[src/rtl/divu_pkg.sv]
// divu_pkg: shared definitions for the sequential unsigned divider.
//   state_t   - FSM states of divu_seq (IDLE, RUN, DONE)
//   cnt_width - width of the iteration counter for a dividend of n bits
package divu_pkg;

    typedef enum logic [1:0] {
        IDLE = 2'd0,
        RUN  = 2'd1,
        DONE = 2'd2
    } state_t;

    // The counter must hold the value n itself, hence n+1 distinct codes.
    function automatic int cnt_width(input int n);
        return (n < 1) ? 1 : $clog2(n + 1);
    endfunction

endpackage

[src/rtl/subu.sv]
// subu: combinational unsigned subtractor.
//   a    [L1-1:0]  minuend
//   b    [L2-1:0]  subtrahend, zero-extended to the minuend width
//   diff [L1:0]    a - b; diff[L1] is the borrow (set when a < b)
module subu #(
    parameter int L1 = 8,
    parameter int L2 = 8
) (
    input  logic [L1-1:0] a,
    input  logic [L2-1:0] b,
    output logic [L1:0]   diff
);

    assign diff = {1'b0, a} - (L1 + 1)'(b);

endmodule

[src/rtl/divu_seq.sv]
// divu_seq: sequential unsigned restoring divider, one quotient bit per clock.
//   clk      - system clock, rising edge
//   rst_n    - asynchronous active-low reset
//   start    - request a division (ignored while busy)
//   in1      - dividend [L1-1:0], captured on accepted start
//   in2      - divisor  [L2-1:0], captured on accepted start
//   busy     - high while iterations are running
//   done     - one-cycle pulse when quot/rem/div_zero are valid
//   quot     - quotient  [L1-1:0], loaded only on entry to DONE
//   rem      - remainder [L2-1:0], loaded only on entry to DONE
//   div_zero - set together with done when the divisor was zero
module divu_seq
    import divu_pkg::*;
#(
    parameter int L1 = 8,
    parameter int L2 = 8
) (
    input  logic          clk,
    input  logic          rst_n,
    input  logic          start,
    input  logic [L1-1:0] in1,
    input  logic [L2-1:0] in2,
    output logic          busy,
    output logic          done,
    output logic [L1-1:0] quot,
    output logic [L2-1:0] rem,
    output logic          div_zero
);

    localparam int CW = cnt_width(L1);

    state_t        state;
    logic [L1-1:0] dvd;      // dividend, consumed MSB first
    logic [L2-1:0] dvs;      // captured divisor
    logic [L2:0]   pr;       // partial remainder
    logic [L1-1:0] q;        // quotient shift register
    logic [CW-1:0] cnt;

    logic [L2:0]   shifted;
    logic [L2+1:0] diff;
    logic          borrow;
    logic [L2:0]   pr_next;
    logic [L1-1:0] q_next;

    // pr is always below the divisor, so its shift into L2+1 bits never overflows.
    assign shifted = (pr << 1) | (L2 + 1)'(dvd[L1-1]);

    subu #(
        .L1(L2 + 1),
        .L2(L2)
    ) u_subu (
        .a   (shifted),
        .b   (dvs),
        .diff(diff)
    );

    assign borrow  = diff[L2+1];
    assign pr_next = borrow ? shifted : diff[L2:0];
    assign q_next  = (q << 1) | L1'(!borrow);

    always_ff @(posedge clk or negedge rst_n) begin
        if (!rst_n) begin
            state    <= IDLE;
            busy     <= 1'b0;
            done     <= 1'b0;
            quot     <= '0;
            rem      <= '0;
            div_zero <= 1'b0;
            dvd      <= '0;
            dvs      <= '0;
            pr       <= '0;
            q        <= '0;
            cnt      <= '0;
        end else begin
            case (state)
                IDLE, DONE: begin
                    done  <= 1'b0;
                    state <= IDLE;
                    if (start) begin
                        dvd <= in1;
                        dvs <= in2;
                        pr  <= '0;
                        q   <= '0;
                        cnt <= CW'(L1);
                        if (in2 == '0) begin
                            state    <= DONE;
                            done     <= 1'b1;
                            div_zero <= 1'b1;
                            quot     <= '1;
                            rem      <= '0;
                        end else begin
                            state    <= RUN;
                            busy     <= 1'b1;
                            div_zero <= 1'b0;
                        end
                    end
                end
                RUN: begin
                    dvd <= dvd << 1;
                    pr  <= pr_next;
                    q   <= q_next;
                    cnt <= cnt - CW'(1);
                    // Last iteration: publish results from the same-cycle next values.
                    if (cnt == CW'(1)) begin
                        state <= DONE;
                        busy  <= 1'b0;
                        done  <= 1'b1;
                        quot  <= q_next;
                        rem   <= pr_next[L2-1:0];
                    end
                end
                default: begin
                    state <= IDLE;
                    busy  <= 1'b0;
                    done  <= 1'b0;
                end
            endcase
        end
    end

endmodule
[config.mk]
export PLATFORM = sky130hd
export DESIGN_NAME = divu_seq
export DESIGN_NICKNAME = d
export VERILOG_FILES = /design/src/rtl/divu_pkg.sv /design/src/rtl/subu.sv /design/src/rtl/divu_seq.sv
export SDC_FILE = /design/constraint.sdc
export NUM_CORES = 1
export LEC_CHECK = 0
export BUFFER_PORTS_ARGS = -buffer_cell sky130_fd_sc_hd__buf_4
export CAP_MARGIN = 40
export CORE_MARGIN = 10
export CORE_UTILIZATION = 46
export DETAILED_ROUTE_END_ITERATION = 6
export PLACE_DENSITY_LB_ADDON = 0.05
export SYNTH_ARGS = -nofsm -noshare
export SYNTH_HDL_FRONTEND = slang
export SYNTH_SLANG_ARGS = --single-unit
[constraint.sdc]
create_clock -name clk -period 2.7 [get_ports clk]
set_input_delay 0.54 -clock clk [delete_from_list [all_inputs] [get_ports clk]]
set_output_delay 0.54 -clock clk [all_outputs]
set_load 0.03 [all_outputs]
==> metrics list <==
- Synthesis-stage register bit count: 55
* Proportion of layout cells with a drive suffix above 1: 20.7%
* Core region area: 5850 um2
- Routed vias: 2144
- Maximum level of the CTS H-tree: 2
- The tool flagged a number of max-cap violations equal to 0.
- Yosys synthesis warning count: 0
- For this run, the number of standard cells in the final layout without fillers is 384.
- Count of routing violations after the opening detailed-route iteration: 135
- The die covers 9480 um2.
- Clock Skew: 0.00501 ns
- In this run the horizontal extent of the chip is 97.3 um.
* Leak Pwr: 1.47 nW
- After clock tree synthesis, the repair step resized 0 gates.
* Net total in the final layout: 339
- Relative to the synthesized area, the layout overhead comes to 15.1%.
- The routed design has 6240 um of wire.
* Post-placement cell area: 3080 um2
- Across all hold checks on the routed design, the worst slack comes to 0.273 ns.
- The number of global-route vias before repair was 2158.
- Rows: 28
- Final max-slew violation count: 0
- Crit path kind: reg2reg
* Post-Synthesis Net Count: 306
- Run status: finished, final reports clean
- The total count of hold-check failures in the final report is 0.
* First-pass detailed-route iteration total: 4
- Number of sinks handled by clock tree synthesis: 55
- Root buffer cell: sky130_fd_sc_hd__clkbuf_8
- Power Dens Cells: 1460 nW/um2
- Setup repair after global routing left no endpoint under its margin.
- The worst setup path is launched from a flip-flop.
* Number of endpoints failing setup at the final stage: 0
* Cell with the largest stage delay on the worst path: sky130_fd_sc_hd__a311o_1
* Post-synthesis cell type count: 48
- In the routed design, unresolved DRC markers number 0.
- Arrival time worst endpoint: 2.53 ns
* Gp weighted congestion: 0.849
- The completed layout was analyzed and its total power is 4.63 mW.
- Count of mapped cells out of synthesis: 276
* Worst-Skew Late Latency: 0.31 ns
- The repair_antennas step left the layout with diodes totalling 0.
* Starting density of the core: 47.0%
* Worst max-slew margin expressed relative to the limit: 54.7%
- The number of hold buffers added after CTS was 0.
- Async S/R FF share, synth: 100%
- Number of antenna violations at the first check in global routing: 0
- For this run, the leading register cell type out of synthesis is sky130_fd_sc_hd__dfrtp_1.
- After detailed routing, the number of vias per cell comes to 5.58.
- In this run the post-CTS setup repair buffer count came out at 0.
- Clk slew on worst S/H paths: 0.10 ns
- Counting I/O delays and the setup requirement, the final critical path takes 2.34 ns.
- EDFF count, synth: 0
- Final setup TNS: 0 ns
- # placed instances: 377
- Summed over all layers, the global routing overflow is 0.
* Buffers added on ports: 37
* Design area: 3170 um2
- First-pass GRT wire length: 10700 um
* Worst hold path class: in2async
- Number of CTS-inserted buffers: 5
- Detailed placement ended at an HPWL of 4460 um.
- Worst-path cell chain: ha_1 > o21ai_0 > a21oi_1 > a311o_1 > and2_4 > o211ai_1
* Critical Path Max Stage Delay: 0.55 ns
- Peak supply drop: 0.000575 V
- The worst setup path is captured at a flip-flop.
- Dividing the detail-routed wire length by the instance count gives 16.3 um.
- Fmax: 0.427 GHz
- The floorplan step set the die height to 97.3 um.
- Entering global routing, the biggest net connects 56 pins.
- Slew @ Worst Pin: 0.680 ns
- Clock Path Buffers: 2
- TritonCTS clock tree: done
* Overall routing resource usage: 13.2%
- Avg Synthesized Cell Area: 9.97 um2
* Antenna viol nets, final: 0
* Sequential-to-total area share from yosys stat: 50.0%
- Final cycle utilization of the critical path: 86.7%
- Critical path peak fanout: 15
- Data required time at the worst endpoint: 2.89 ns
- Area of the mapped netlist: 2750 um2
- Total I/O pin count: 38
-- cells in the mapped netlist (all sizes together) (3+ instances only) --
master / count / area, um2
nand2: 59 / 221
dfrtp: 55 / 1380
inv: 15 / 56.3
o21ai: 15 / 75.1
o211ai: 11 / 133
ha: 10 / 125
nand4: 10 / 62.6
nor2: 10 / 37.5
clkbuf: 9 / 33.8
o22a: 8 / 70.1
a21oi: 7 / 38.8
a22oi: 6 / 45.0
buf: 6 / 40.0
a22o: 5 / 43.8
nand3: 5 / 25.0
a32o: 4 / 40.0
nand2b: 4 / 25.0
nor2b: 4 / 25.0
nor3b: 3 / 22.5
or3: 3 / 18.8
-- critical path: cells and delay by family (launching register included) --
kind	cells	cell delay, ns
fa+ha+maj	1	0.36
compound gates	4	1.03
flops	1	0.43
simple gates	1	0.40
-- layout make-up --
class	instances	area, um2
fillers	534	2680
flip-flops and latches	55	1380
multi-input cells	191	1250
repair buffers	41	308
well taps	75	93.8
clock buffers	5	68.8
inverters	15	56.3
clock inverters	2	13.8
-- layout by cell type (no fill, tap or decap), types with 5 or more instances in the layout --
cell type / instances
sky130_fd_sc_hd__nand3_1: 5
sky130_fd_sc_hd__a22oi_1: 6
sky130_fd_sc_hd__o22a_1: 8
sky130_fd_sc_hd__inv_1: 14
sky130_fd_sc_hd__nand2_1: 59
sky130_fd_sc_hd__o211ai_2: 10
sky130_fd_sc_hd__dfrtp_1: 55
sky130_fd_sc_hd__a21oi_1: 6
sky130_fd_sc_hd__a22o_1: 5
sky130_fd_sc_hd__nor2_1: 10
sky130_fd_sc_hd__nand4_1: 10
sky130_fd_sc_hd__clkbuf_8: 5
sky130_fd_sc_hd__o21ai_0: 15
sky130_fd_sc_hd__ha_1: 10
sky130_fd_sc_hd__buf_4: 41
-- flip-flops by register name (all words and copies together) (netlist names) --
signal,flops
busy,1
quot,8
rem,8
cnt,4
dvs,8
q,7
pr,8
div_zero,1
state,2
dvd,8
-- final timing paths --
check / startpoint / end / slack, ns / depth (start not counted)
max in group asynchronous: rst_n / dvd[7] / 1.99 / 1
worst min-delay path: rst_n / pr[5] / 0.27 / 1
worst max-delay path: pr[1] / rem[6] / 0.36 / 6
worst min register to register: dvd[1] / dvd[1] / 0.49 / 2
worst max register to register: pr[1] / rem[6] / 0.36 / 6
min in group clk: in2[0] / dvs[0] / 0.43 / 3
-- power by group --
part           switching, mW  total, mW  leakage, nW  internal (mW)
registers              0.251       1.46        0.679           1.21
logic                   1.64       2.72        0.746           1.09
clock network          0.268      0.447       0.0440          0.178
total                   2.16       4.63         1.47           2.48
-- stage by stage --
step                setup WS, ns  util [%]
detailed placement         0.380      52.7
CTS                        0.366      54.1
finish                     0.359      54.1
global route               0.194      54.1
floorplan                  0.675         -
global placement           0.439      52.7
-- kinds of logic after synthesis --
kind of cell / share of synthesized area, %
multiplexers: 0.364
flip-flops: 50.0
adder cells (fa/ha/maj): 5.28
XOR/XNOR: 0.955
AO/OA/AOI/OAI: 20.8
AND/OR/NAND/NOR: 17.9
buffers and inverters: 4.73
-- layer usage --
layer  vias up  track usage, %  wire length, um
met5         -               0                0
met4         0            4.70               30
met3         2            3.98              393
met2        47            19.1             2780
met1      1042            18.2             3040
li1       1053               -                -
Power figures use the tool's default switching activity.
